`src/rtl/usbuart_txmit.sv`:
```
// UART transmitter with holding (THR) and shift (TSR) registers and its own 16x baud prescaler.
// Latency: a write accepted at edge n loads the TSR and drives the start bit at edge n+1 when idle.
// Backpressure: tbuf=1 while the THR is full; rising wrn edges seen then are dropped.
module usbuart_txmit #(
   parameter int DIV16    = 652,
   parameter int PARITY   = 0,
   parameter int STOPBITS = 1
) (
   input  logic       CLK,
   input  logic       BTND,
   input  logic [7:0] tdin,
   input  logic       wrn,
   output logic       tbuf,
   output logic       tsre,
   output logic       txd
);

   localparam int             PW        = (DIV16 > 1) ? $clog2(DIV16) : 1;
   localparam logic [PW-1:0]  PMAX      = PW'(DIV16 - 1);
   localparam logic           LAST_STOP = (STOPBITS == 2) ? 1'b1 : 1'b0;

   typedef enum logic [2:0] {
      ST_IDLE,
      ST_START,
      ST_DATA,
      ST_PAR,
      ST_STOP
   } state_t;

   state_t        r_state;
   state_t        w_state_nxt;
   logic [PW-1:0] r_presc;
   logic [3:0]    r_tick16;
   logic [2:0]    r_bitcnt;
   logic [2:0]    w_bitcnt_nxt;
   logic          r_stopcnt;
   logic          w_stopcnt_nxt;
   logic          r_wrn_prev;
   logic          r_tbuf;
   logic [7:0]    r_thr;
   logic [7:0]    r_tsr;
   logic          r_txd;
   logic          w_txd_nxt;
   logic          w_load;
   logic          w_wr_acc;
   logic          w_tick;
   logic          w_bit_end;
   logic          w_parity;

   // A write is a fresh 0->1 on wrn while the holding register is empty.
   assign w_wr_acc  = wrn & ~r_wrn_prev & ~r_tbuf;
   assign w_tick    = (r_presc == PMAX);
   assign w_bit_end = w_tick && (r_tick16 == 4'd15);
   assign w_parity  = (PARITY == 1) ? (^r_tsr) : (~^r_tsr);

   assign tbuf = r_tbuf;
   assign tsre = (r_state == ST_IDLE);
   assign txd  = r_txd;

   // Next-state, bit/stop counter and line-level decode; txd follows the state being entered.
   always_comb begin
      w_state_nxt   = r_state;
      w_bitcnt_nxt  = r_bitcnt;
      w_stopcnt_nxt = r_stopcnt;
      w_load        = 1'b0;
      w_txd_nxt     = 1'b1;
      case (r_state)
         ST_IDLE: begin
            if (r_tbuf) begin
               w_load      = 1'b1;
               w_state_nxt = ST_START;
            end
         end
         ST_START: begin
            if (w_bit_end) w_state_nxt = ST_DATA;
         end
         ST_DATA: begin
            if (w_bit_end) begin
               w_bitcnt_nxt = r_bitcnt + 3'd1;
               if (r_bitcnt == 3'd7) w_state_nxt = (PARITY != 0) ? ST_PAR : ST_STOP;
            end
         end
         ST_PAR: begin
            if (w_bit_end) w_state_nxt = ST_STOP;
         end
         ST_STOP: begin
            if (w_bit_end) begin
               if (r_stopcnt == LAST_STOP) begin
                  w_stopcnt_nxt = 1'b0;
                  // A queued byte starts immediately, with no idle gap after the stop bit.
                  if (r_tbuf) begin
                     w_load      = 1'b1;
                     w_state_nxt = ST_START;
                  end else begin
                     w_state_nxt = ST_IDLE;
                  end
               end else begin
                  w_stopcnt_nxt = 1'b1;
               end
            end
         end
         default: w_state_nxt = ST_IDLE;
      endcase
      case (w_state_nxt)
         ST_START: w_txd_nxt = 1'b0;
         ST_DATA:  w_txd_nxt = r_tsr[w_bitcnt_nxt];
         ST_PAR:   w_txd_nxt = w_parity;
         default:  w_txd_nxt = 1'b1;
      endcase
   end

   // State, counters and registered line output.
   always_ff @(posedge CLK) begin
      if (BTND) begin
         r_state   <= ST_IDLE;
         r_bitcnt  <= 3'd0;
         r_stopcnt <= 1'b0;
         r_txd     <= 1'b1;
      end else begin
         r_state   <= w_state_nxt;
         r_bitcnt  <= w_bitcnt_nxt;
         r_stopcnt <= w_stopcnt_nxt;
         r_txd     <= w_txd_nxt;
      end
   end

   // 16x prescaler and tick-in-bit counter; both restart on every TSR load and rest in IDLE.
   always_ff @(posedge CLK) begin
      if (BTND) begin
         r_presc  <= '0;
         r_tick16 <= 4'd0;
      end else if (w_load || (r_state == ST_IDLE)) begin
         r_presc  <= '0;
         r_tick16 <= 4'd0;
      end else if (w_tick) begin
         r_presc  <= '0;
         r_tick16 <= r_tick16 + 4'd1;
      end else begin
         r_presc  <= r_presc + 1'b1;
      end
   end

   // wrn edge detect, holding register fill and hand-off into the shift register.
   always_ff @(posedge CLK) begin
      if (BTND) begin
         r_wrn_prev <= 1'b0;
         r_tbuf     <= 1'b0;
         r_thr      <= 8'd0;
         r_tsr      <= 8'd0;
      end else begin
         r_wrn_prev <= wrn;
         if (w_wr_acc) r_thr <= tdin;
         if (w_load) begin
            r_tsr  <= r_thr;
            r_tbuf <= 1'b0;
         end else if (w_wr_acc) begin
            r_tbuf <= 1'b1;
         end
      end
   end

endmodule

```
`config.mk`:
```
export PLATFORM = sky130hd
export DESIGN_NAME = usbuart_txmit
export DESIGN_NICKNAME = d
export VERILOG_FILES = /design/src/rtl/usbuart_txmit.sv
export SDC_FILE = /design/constraint.sdc
export NUM_CORES = 1
export LEC_CHECK = 0
export CAP_MARGIN = 20
export CORE_ASPECT_RATIO = 1.25
export CORE_MARGIN = 10
export CORE_UTILIZATION = 52
export CTS_BUF_LIST = sky130_fd_sc_hd__clkbuf_16
export CTS_CLUSTER_DIAMETER = 40
export DETAILED_ROUTE_END_ITERATION = 6
export PLACE_DENSITY_LB_ADDON = 0.08
export SYNTH_ARGS = -nofsm -noshare
export SYNTH_HDL_FRONTEND = slang
export SYNTH_SLANG_ARGS = --single-unit
```
`constraint.sdc`:
```
create_clock -name CLK -period 2.13 [get_ports CLK]
set_clock_uncertainty 0.05 [all_clocks]
set_input_delay 0.426 -clock CLK [delete_from_list [all_inputs] [get_ports CLK]]
set_output_delay 0.426 -clock CLK [all_outputs]
set_load 0.01 [all_outputs]
```
# Yosys cells after proc, flatten, opt, wreduce, memory -nomap -nowiden

Index checks and enable logic that the tools add are counted.

Register bits: 40
Word-level logic and storage cells: 55
Bits of input ports: 11

Reductions and logical operators: 8
Add/sub/neg operators: 3
Bitwise logic cells: 4
Equal/unequal tests: 10
Order comparisons: 1
Multiplexer cells: 19

Operator list:

| cell                                                                   | number |
|---|---|
| 3-bit 2-to-1 mux                                                       | 9 |
| 3-bit case mux with 5 select lines                                     | 1 |
| 3-bit by 2-bit equality test with 1-bit output (second input constant) | 4 |
| 10-bit by 1-bit adder with 10-bit output (second input constant)       | 1 |
| 10-bit equality test (second input constant)                           | 1 |
| 8-bit XNOR reduction                                                   | 1 |
| 3-bit by 1-bit equality test with 1-bit output (second input constant) | 2 |
| 3-bit equality test (second input constant)                            | 2 |
| 1-bit 2-to-1 mux                                                       | 6 |
| 4-bit by 1-bit adder with 4-bit output (second input constant)         | 1 |
| 4-bit equality test (second input constant)                            | 1 |
| 3-bit by 4-bit < comparator with 1-bit output (second input constant)  | 1 |
| 2-bit OR reduction                                                     | 2 |
| 3-bit by 1-bit adder with 3-bit output (second input constant)         | 1 |
| 1-bit binary-select mux with 3-bit select                              | 1 |
| 3-bit zero test                                                        | 1 |
| 1-bit case mux with 3 select lines                                     | 1 |
| 3-bit OR reduction                                                     | 1 |
| 1-bit bitwise AND                                                      | 2 |
| 1-bit inverter                                                         | 2 |
| 1-bit case mux with 2 select lines                                     | 1 |
| 2-bit AND reduction                                                    | 1 |
| 1-bit logical AND                                                      | 1 |
| 1-bit logical OR                                                       | 1 |

# Depth between registers and ports, before layout

Gate-level depths: netlist (run 1).

Depth after elaboration: 7
Depth in mapped cells: 10

# Worst setup path before layout (run 1)

No wires, ideal clock.

Path type: reg-to-reg
Start: register r_presc[0]
End: register r_presc[2]
Arrival: 1.968 ns
Setup slack: -0.004 ns
Period minus slack after synthesis: 2.134 ns
Data required time: 1.964 ns
Stages on the path, launching flop included: 11
Setup time: 0.116 ns
Cells stage by stage: dfxtp_1 > ha_1 > and4bb_4 > nand4_2 > a21oi_1 > buf_2 > or3_1 > clkbuf_1 > nand2b_1 > buf_2 > nor2_1

Cells in the longest elaborated chain, start to end: 6
Elaborated cells between the ends (all ways): 7
Classes of those cells: add/sub (1); eq/ne (1); mux (2); reduce/logical (3)

Ends and longest elaborated chain:

| what                                | RTL line | source |
|---|---|---|
| start, declared                     | 32       | `logic [PW-1:0] r_presc;` |
| start signal, assigned              | 139      | `r_presc <= r_presc + 1'b1;` |
| 10-bit equality test                | 52       | `assign w_tick = (r_presc == PMAX);` |
| 1-bit logical AND                   | 53       | `assign w_bit_end = w_tick && (r_tick16 == 4'd15);` |
| 1-bit 2-to-1 mux                    | 87       | `if (w_bit_end) begin` |
| 1-bit case mux with 2 select lines  | 67       | `case (r_state)` |
| 1-bit logical OR                    | 132      | `end else if (w_load \|\| (r_state == ST_IDLE)) begin` |
| 3-bit OR reduction (no source line) | -        |  |

Several ways; a longest one is shown, not always the timed one.
A chain may end at the register's enable or synchronous reset.

# Worst setup path after layout (run 1)

Start: register r_presc[1]
End: register r_txd (netlist: txd)

Cells in the longest elaborated chain, start to end: 7
Elaborated cells between the ends (all ways): 15
Classes of those cells: eq/ne (4); mux (10); reduce/logical (1)

Ends and longest elaborated chain:

| what                                      | RTL line | source |
|---|---|---|
| 10-bit equality test (*)                  | 52       |  |
| 1-bit logical AND (*)                     | 53       |  |
| 3-bit 2-to-1 mux                          | 78       | `if (w_bit_end) begin` |
| 3-bit 2-to-1 mux                          | 67       |  |
| 1-bit binary-select mux with 3-bit select | 106      | `ST_DATA: w_txd_nxt = r_tsr[w_bitcnt_nxt];` |
| 1-bit 2-to-1 mux (not written as such)    | 106      |  |
| 1-bit case mux with 3 select lines (*)    | 104      | `case (w_state_nxt)` |
| end signal, assigned                      | 123      | `r_txd <= w_txd_nxt;` |
| end, declared                             | 42       | `logic r_txd;` |

Mark *: on every way between the ends. The rest lies on a longest branch, timed or not. The select of a mux whose other input is x is not followed.

==> results of run 1 <==
[how the worst max path moves through the flow]
stage          endpoint  slack, ps
6_report            txd         30
5_1_grt             txd        -80
4_1_cts             txd          3
3_5_place_dp        txd        -80
3_3_place_gp        txd         40
2_1_floorplan       txd         10
[metal layers]
metal	vias to the layer above	track usage	wire length [µm]
li1	788	-	-
met1	758	0.152	1790
met2	41	0.222	2060
met3	8	0.0411	243
met4	0	0.0526	67
met5	-	0	0
[power breakdown]
part           switching (µW)  leakage, µW  internal [µW]
Combinational            64.5     0.000537           75.7
Sequential               16.1     0.000317            751
Clock                     277    0.0000710            426
Total                     358     0.000925           1250
[cells by family after synthesis]
group / after synthesis / share of synthesized area
flops: 39 / 0.412
xor+xnor: 19 / 0.0877
compound gates: 30 / 0.114
mux: 18 / 0.0950
fa+ha+maj: 4 / 0.0264
simple gates: 84 / 0.226
buf+inv: 16 / 0.0389
[worst reg2reg max path, delay by kind of cell (launching register included)]
family,cells,cell delay (ps)
adder cells (fa/ha/maj),1,170
AND/OR/NAND/NOR,3,1040
flip-flops,1,340
AO/OA/AOI/OAI,3,430
[area by class of cell]
type	count	area (µm²)	area share
timing repair buffer	34	294	0.123
tap	39	48.8	0.0205
multi-input combinational	155	1090	0.459
clock inverter	3	16.3	0.00682
clock buffer	5	125	0.0525
sequential	39	783	0.328
inverter	6	22.5	0.00944
[registers in the layout, summed over array words and instances, names as in the netlist]
register,count
tbuf,1
r_state,3
r_bitcnt,3
r_tsr,8
r_presc,10
r_wrn_prev,1
r_thr,8
r_tick16,4
txd,1
[synthesized netlist by cell type (all sizes together) (2+ instances only)]
| master | count |
|---|---|
| nor3 | 3 |
| nor3b | 2 |
| ha | 4 |
| dfxtp | 39 |
| nand4 | 3 |
| buf | 5 |
| a21oi | 8 |
| nand3b | 2 |
| xor2 | 8 |
| a211oi | 2 |
| o32ai | 2 |
| xnor2 | 11 |
| mux2i | 18 |
| nand2 | 10 |
| a311oi | 2 |
| nor2 | 41 |
| clkbuf | 5 |
| o21ai | 4 |
| and2 | 2 |
| a21boi | 2 |
| inv | 6 |
| or4 | 3 |
| nor2b | 2 |
| and3 | 3 |
| a211o | 2 |
| or3 | 2 |
| nand3 | 7 |
[timing repair]
action / in CTS / in global routing
gates cloned: 0 / 0
resized for setup: 6 / 11
pin swaps: 3 / 1
endpoints found under the setup margin: 2 / 13
[metrics by stage]
stage	hold slack, ps	setup WS (ps)
final	432	32.6
after global routing	456	-75.6
after CTS	426	3.12
after detailed placement	417	-76.5
after global placement	409	43.1
after floorplan	376	10.8
==> flow_metrics.tcl, run 1 <==
set metrics [dict create \
    clk_pin_slew_ps 50 \
    crit_family "simple AND/OR/NAND/NOR gates" \
    mostFrequentLayoutCell "nor2_1" \
    grt_max_degree 14 \
    power_density_mw_per_mm2 676 \
    reg2regPathDepth 7 \
    hp-class "reg -> reg" \
    area_growth_pct 25.7 \
    p_total_uw 1610 \
    die_w_um 74.0 \
    drive_gt1_frac 0.202 \
    crit_cells 7 \
    diodes 0 \
    antenna_found_initial 0 \
    io_buffers 13 \
    placed_cell_area_mm2 0.00218 \
    post-route-min-period_ps 2100 \
    gp_congestion 0.911 \
    yosys.area.top_type "dfxtp_1" \
    track_usage 0.133 \
    synth_area_leaders "dfxtp_1, mux2i_1, nor2_1" \
    detail-route-antenna-nets 0 \
    path_cells "ha_2, and4bb_4, and4_4, a211o_2, a21oi_1, or4_4, a311oi_2" \
    grt_pass1_vias 1570 \
    postSynthCellCount 210 \
    ys_ff_latch 39 \
    status "complete, no violations" \
    crit_required_ps 2270 \
    via_per_inst 5.68 \
    die_h_um 87.5 \
    hold_viol 0 \
    setup_tns_ps 0 \
    cp-start-kind "flop" \
    slew_violations 0 \
    holdPathEnd "r_tick16[1]" \
    insertion_delay_ps 280 \
    finalSetupViolCount 0 \
    drc 0 \
    drt_iter0_drc 53 \
    via_count 1595 \
    maxCapViolations 0 \
    regToRegStartpoint "r_presc[1]" \
    cts_tree "done" \
    dp_hpwl_mm 3.08 \
    critPathBufInv 0 \
    clockBufferDepth 2 \
    min-delay-start "r_tick16[1]" \
    rows 24 \
    crit_fanout 4 \
    fp.coreArea_mm2 0.00351 \
    dr.pass1.iters 4 \
    critPathLaunch "r_presc[1]" \
    io_pins 14 \
    r2r_end "txd" \
    start_util 0.540 \
    regToRegSetupSlack_ps 30 \
    hold_path_depth 2 \
    cts_inserted_buffers 5 \
    htree_levels 2 \
    fin_area_mm2 0.00238 \
    async_flop_share 0 \
    yosysWarnings 0 \
    grt_overflow 0 \
    synth_nets 225 \
    cp-end-kind "flop" \
    post-route-util 0.679 \
    instances_no_fill 281 \
    grt_pass1_wl_mm 6.96 \
    postCtsHoldBufs 0 \
    cp_slowest_cell "or4_4" \
    drt_wl_total_mm 4.16 \
    period_share 0.985 \
    nFillCells 293 \
    slowest_delay_ps 520 \
    synth_flop_cell "dfxtp_1" \
    ys_seq_area_frac 0.412 \
    yosysUniqueCellTypes 49 \
    syn-cell-area_mm2 0.00190 \
    fmax_mhz 477 \
    peakVddDrop_v 0.000701 \
    crit_type "reg -> reg" \
    final_nets 256 \
    dp.cells 273 \
    rsz0062_at_grt "true" \
    wire_per_inst_um 14.8 \
    clock-sinks 39 \
    cts_setup_buffers 0 \
    avgSynthCellArea_um2 9.03 \
    worstMarginPinSlew_ps 340 \
    p_leak_uw 0.000925 \
    die_area_mm2 0.00648 \
    synth_top_area_frac 0.412 \
    final_cell_mix "nor2_1, dfxtp_1, buf_4" \
    slew_headroom 0.773 \
    synth_edf_count 0 \
    crit_arrival_ps 2240 \
    clockRootBuffer "clkbuf_16" \
]
No activity file was read; power rests on OpenSTA's default activity.
==> run 2: changes to the inputs <==
--- a/config.mk
+++ b/config.mk
@@ -8,7 +8,7 @@
 export CAP_MARGIN = 20
 export CORE_ASPECT_RATIO = 1.25
 export CORE_MARGIN = 10
-export CORE_UTILIZATION = 52
+export CORE_UTILIZATION = 55
 export CTS_BUF_LIST = sky130_fd_sc_hd__clkbuf_16
 export CTS_CLUSTER_DIAMETER = 40
 export DETAILED_ROUTE_END_ITERATION = 6
==> constraint.sdc (replaced) <==
create_clock -name CLK -period 2.6 [get_ports CLK]
set_clock_uncertainty 0.05 [all_clocks]
set_input_delay 0.52 -clock CLK [delete_from_list [all_inputs] [get_ports CLK]]
set_output_delay 0.52 -clock CLK [all_outputs]
set_load 0.01 [all_outputs]
==> run 2 against run 1 <==
Clock power is 4.1% lower. Via count down 2.9%. Register-to-register slack better by 110 ps. Core utilization increased by 0.61 points. Critical path depth unchanged. Design area down 6.6%. Die area decreased by 4.1%. Combinational power fell by 24%. First-iteration DRC count rose by 81%. Largest cell class unchanged.
==> flow_metrics.tcl, run 2 (synthesis results as in run 1) <==
set metrics [dict create \
    grt_max_degree 20 \
    mostFrequentLayoutCell "nor2_1" \
    drt_iter0_drc 96 \
    largest_reg_flops 10 \
    die_w_um 72.5 \
    gp_congestion 0.892 \
    nFillCells 284 \
    fmax_mhz 407 \
    clockRootBuffer "clkbuf_16" \
    track_usage 0.123 \
    holdPathEnd "r_presc[0]" \
    power_frac_comb 0.076 \
    reg2regPathDepth 7 \
    rows 23 \
    regToRegSetupSlack_ps 140 \
    io_pins 14 \
    slew_headroom 0.796 \
    top_register "r_presc" \
    ff_latch_area_um2 781 \
    hold_viol 0 \
    hold_path_depth 1 \
    final_nets 239 \
    die_h_um 85.7 \
    placed_cell_area_mm2 0.00205 \
    power_frac_seq 0.445 \
    post-route-min-period_ps 2460 \
    power_density_mw_per_mm2 634 \
    grt_pass1_wl_mm 6.48 \
    diodes 0 \
    insertion_delay_ps 280 \
    finalSetupViolCount 0 \
    r2r_end "txd" \
    multi_input_area_mm2 0.00105 \
    path_cells "ha_1, and4bb_4, nand4_2, or3_1, a211o_1, a211oi_1, a311oi_2" \
    worstMarginPinSlew_ps 297 \
    die_area_mm2 0.00621 \
    min-delay-start "r_presc[0]" \
    dr.pass1.iters 4 \
    dp_hpwl_mm 2.82 \
    antenna_found_initial 0 \
    p_int_uw 1120 \
    wire_per_inst_um 14.6 \
    start_util 0.583 \
    clock-sinks 39 \
    io_buffers 13 \
    crit_fanout 8 \
    crit_required_ps 2680 \
    cp-start-kind "flop" \
    hp-class "reg -> reg" \
    cp_slowest_cell "or3_1" \
    post-route-util 0.685 \
    postCtsHoldBufs 0 \
    peakVddDrop_v 0.000671 \
    period_share 0.946 \
    via_count 1548 \
    cp-end-kind "flop" \
    slew_violations 0 \
    largest_registers "r_presc: 10 flops, r_thr: 8 flops, r_tsr: 8 flops" \
    p_leak_uw 0.000828 \
    grt_overflow 0 \
    power.switching_uw 287 \
    clk_pin_slew_ps 60 \
    swShare 0.204 \
    fin_area_mm2 0.00223 \
    regToRegStartpoint "r_presc[0]" \
    status "complete, no violations" \
    maxCapViolations 0 \
    cts_inserted_buffers 5 \
    cts_tree "done" \
    p_clk_frac 0.479 \
    slowest_delay_ps 400 \
    drc 0 \
    clockBufferDepth 2 \
    grt_pass1_vias 1468 \
    via_per_inst 5.91 \
    detail-route-antenna-nets 0 \
    drive_gt1_frac 0.0978 \
    crit_type "reg -> reg" \
    htree_levels 2 \
    area_growth_pct 17.4 \
    fp.coreArea_mm2 0.00325 \
    drt_wl_total_mm 3.84 \
    cts_setup_buffers 0 \
    final_cell_mix "nor2_1, dfxtp_1, mux2i_1" \
    crit_arrival_ps 2540 \
]
## run 2: cell count changes in the layout (fill, tap and decap cells not counted), sizes merged
| cell | delta |
|---|---|
| inv | -1 |
| clkinv | +1 |
| clkdlybuf4s50 | +1 |
| buf | -17 |
| dlymetal6s2s | -1 |
| bufinv | +1 |
| clkinvlp | -1 |
## run 2: power by group through the flow
stage                     logic, µW  clock network [µW]  registers, µW
final                           107                 675            628
after floorplan                67.2                   0            639
after global routing            119                 714            630
after detailed placement        106                   0            641
after CTS                       106                 687            628
after global placement          103                   0            641
## run 2: repair_timing
item / 4_1_cts / 5_1_grt
setup endpoints to repair: 0 / 1
endpoints found under the hold margin: 0 / 0
resized for setup: 0 / 2
## run 2: per-stage QoR
step / setup TNS (ps) / worst slack (ps) / instances / hold slack [ps] / total power [µW]
2_1_floorplan: 0 / 466 / 210 / 376 / 706
3_5_place_dp: 0 / 268 / 254 / 418 / 747
6_report: 0 / 141 / 262 / 425 / 1410
3_3_place_gp: 0 / 365 / 254 / 389 / 744
4_1_cts: 0 / 234 / 262 / 428 / 1420
5_1_grt: -2.92 / -2.92 / 262 / 450 / 1460
## run 2: worst max path at each step
stage / from / to / slack, ps / cells after the start
after detailed placement: r_presc[0] / txd / 270 / 7
after global routing: r_presc[0] / txd / -3 / 7
after global placement: r_presc[0] / txd / 360 / 7
after floorplan: r_presc[0] / r_presc[2] / 470 / 10
final: r_presc[0] / txd / 140 / 7
after CTS: r_presc[0] / txd / 230 / 7
## run 2: final cells by class
type,instances,share of cell area
clock buffer,5,0.0562
tap,37,0.0208
timing repair buffer,17,0.0719
clock inverter,3,0.0197
inverter,6,0.0101
sequential,39,0.351
multi-input combinational,155,0.471
## run 2: routing by layer
layer	global-route usage	share of wire	vias to the layer above
met1	0.155	0.44	726
met3	0.0323	0.060	9
met2	0.197	0.48	53
met5	0	0	-
met4	0.0433	0.021	0
li1	-	-	760
## run 2: worst max-delay path: cells and delay by family, from the launching register on
kind / cells / cell delay [ps]
AND/OR/NAND/NOR: 3 / 900
AO/OA/AOI/OAI: 3 / 770
flip-flops: 1 / 360
adder cells (fa/ha/maj): 1 / 220
==> run 3: changes to the inputs <==
--- a/config.mk
+++ b/config.mk
@@ -12,7 +12,7 @@
 export CTS_BUF_LIST = sky130_fd_sc_hd__clkbuf_16
 export CTS_CLUSTER_DIAMETER = 40
 export DETAILED_ROUTE_END_ITERATION = 6
-export PLACE_DENSITY_LB_ADDON = 0.08
+export PLACE_DENSITY = 0.85
 export SYNTH_ARGS = -nofsm -noshare
 export SYNTH_HDL_FRONTEND = slang
 export SYNTH_SLANG_ARGS = --single-unit
==> run 3 against run 2 <==
First-iteration DRC count decreased by 32%. Cell count increased by 0.38%. Via count decreased by 4.3%. Maximum frequency increased by 4.5%. Sequential power about the same. Worst setup slack improved by 110 ps. Largest cell class unchanged.
==> flow_metrics.tcl, run 3 (synthesis results as in run 1) <==
set metrics [dict create \
    status "complete, no violations" \
    track_usage 0.131 \
    postCtsHoldBufs 0 \
    grt_pass1_vias 1474 \
    io_pins 14 \
    start_util 0.583 \
    p_clk_frac 0.440 \
    cts_setup_buffers 0 \
    rsz0062_at_grt "false" \
    hold_viol 0 \
    peakVddDrop_v 0.000492 \
    hp-class "reg -> reg" \
    clock-sinks 39 \
    dr.pass1.iters 5 \
    largest_reg_flops 10 \
    gp_congestion 0.899 \
    io_buffers 13 \
    clockBufferDepth 2 \
    die_area_mm2 0.00621 \
    crit_family "simple AND/OR/NAND/NOR gates" \
    crit_fanout 9 \
    rows 23 \
    drt_wl_total_mm 3.70 \
    fp.coreArea_mm2 0.00325 \
    period_share 0.905 \
    drive_gt1_frac 0.0973 \
    setup_tns_ps 0 \
    power_frac_comb 0.081 \
    mostFrequentLayoutCell "nor2_1" \
    antenna_found_initial 0 \
    wire_per_inst_um 14.1 \
    drt_iter0_drc 65 \
    htree_levels 2 \
    slew_violations 0 \
    post-route-min-period_ps 2350 \
    via_per_inst 5.63 \
    detail-route-antenna-nets 0 \
    slew_headroom 0.760 \
    critPathBufInv 0 \
    post-route-util 0.676 \
    largest_registers "r_presc: 10 flops, r_thr: 8 flops, r_tsr: 8 flops" \
    ctsResizeCount 0 \
    cp-start-kind "flop" \
    final_nets 240 \
    dp_hpwl_mm 2.78 \
    area_growth_pct 16.0 \
    diodes 0 \
    grt_max_degree 21 \
    power_density_mw_per_mm2 597 \
    finalSetupViolCount 0 \
    grt_pass1_wl_mm 6.58 \
    maxCapViolations 0 \
    insertion_delay_ps 280 \
    grt_overflow 0 \
    die_h_um 85.7 \
    cp_slowest_cell "or4_1" \
    die_w_um 72.5 \
    swShare 0.221 \
    path_cells "ha_1, and4bb_4, nand4_2, o21ai_2, o32ai_1, or4_1, a311oi_1" \
    slowest_delay_ps 480 \
    power_frac_seq 0.479 \
    crit_arrival_ps 2490 \
    via_count 1482 \
    p_leak_uw 0.000821 \
    cp-end-kind "flop" \
    crit_type "reg -> reg" \
    p_int_uw 1020 \
    worstMarginPinSlew_ps 359 \
    power.switching_uw 290 \
    drc 0 \
    cts_tree "done" \
    fmax_mhz 425 \
    crit_required_ps 2740 \
    final_cell_mix "nor2_1, dfxtp_1, mux2i_1" \
    top_register "r_presc" \
    cts_inserted_buffers 5 \
    clockRootBuffer "clkbuf_16" \
    clk_pin_slew_ps 60 \
    finalHoldWorstSlack_ps 406 \
]
[run 3: final cells by class]
cell class	count	area, µm²
clock buffers	5	125
clock inverters	3	15.0
fillers	257	1050
inverters	6	22.5
multi-input cells	155	1040
flip-flops and latches	39	781
well taps	37	46.3
repair buffers	18	168
[run 3: stage by stage]
step                power, µW  instances  area (µm²)  setup slack [ps]
floorplan                 706        210        1900               466
global route             1370        263        2200              25.0
finish                   1310        263        2200               248
CTS                      1330        263        2200               253
detailed placement        749        255        2060               259
global placement          745        255        2060               315
[run 3: worst register-to-register path: stages, from the launching register on]
cell and delay, ps:
dfxtp_1 360, ha_1 220, and4bb_4 280, nand4_2 230
o21ai_2 270, o32ai_1 90, or4_1 480, a311oi_1 270
[run 3: final timing paths]
path | from | end | slack, ps | cells after the start
worst max-delay path | r_presc[0] | txd | 250 | 7
worst min-delay path | r_presc[0] | r_presc[0] | 410 | 1
worst max register to register | r_presc[0] | txd | 250 | 7
worst min register to register | r_presc[0] | r_presc[0] | 410 | 1
[run 3: power groups by stage]
| stage | combinational (µW) | sequential, µW | clock (µW) |
|---|---|---|---|
| finish | 106 | 629 | 577 |
| global route | 118 | 631 | 617 |
| CTS | 108 | 628 | 595 |
| detailed placement | 107 | 642 | 0 |
| global placement | 105 | 641 | 0 |
| floorplan | 67.2 | 639 | 0 |
[run 3: routing by layer]
layer | part of all wire | track usage | vias to the layer above
li1 | - | - | 761
met1 | 0.44 | 0.149 | 680
met2 | 0.50 | 0.216 | 34
met3 | 0.042 | 0.0369 | 7
met4 | 0.019 | 0.0675 | 0
met5 | 0 | 0 | -
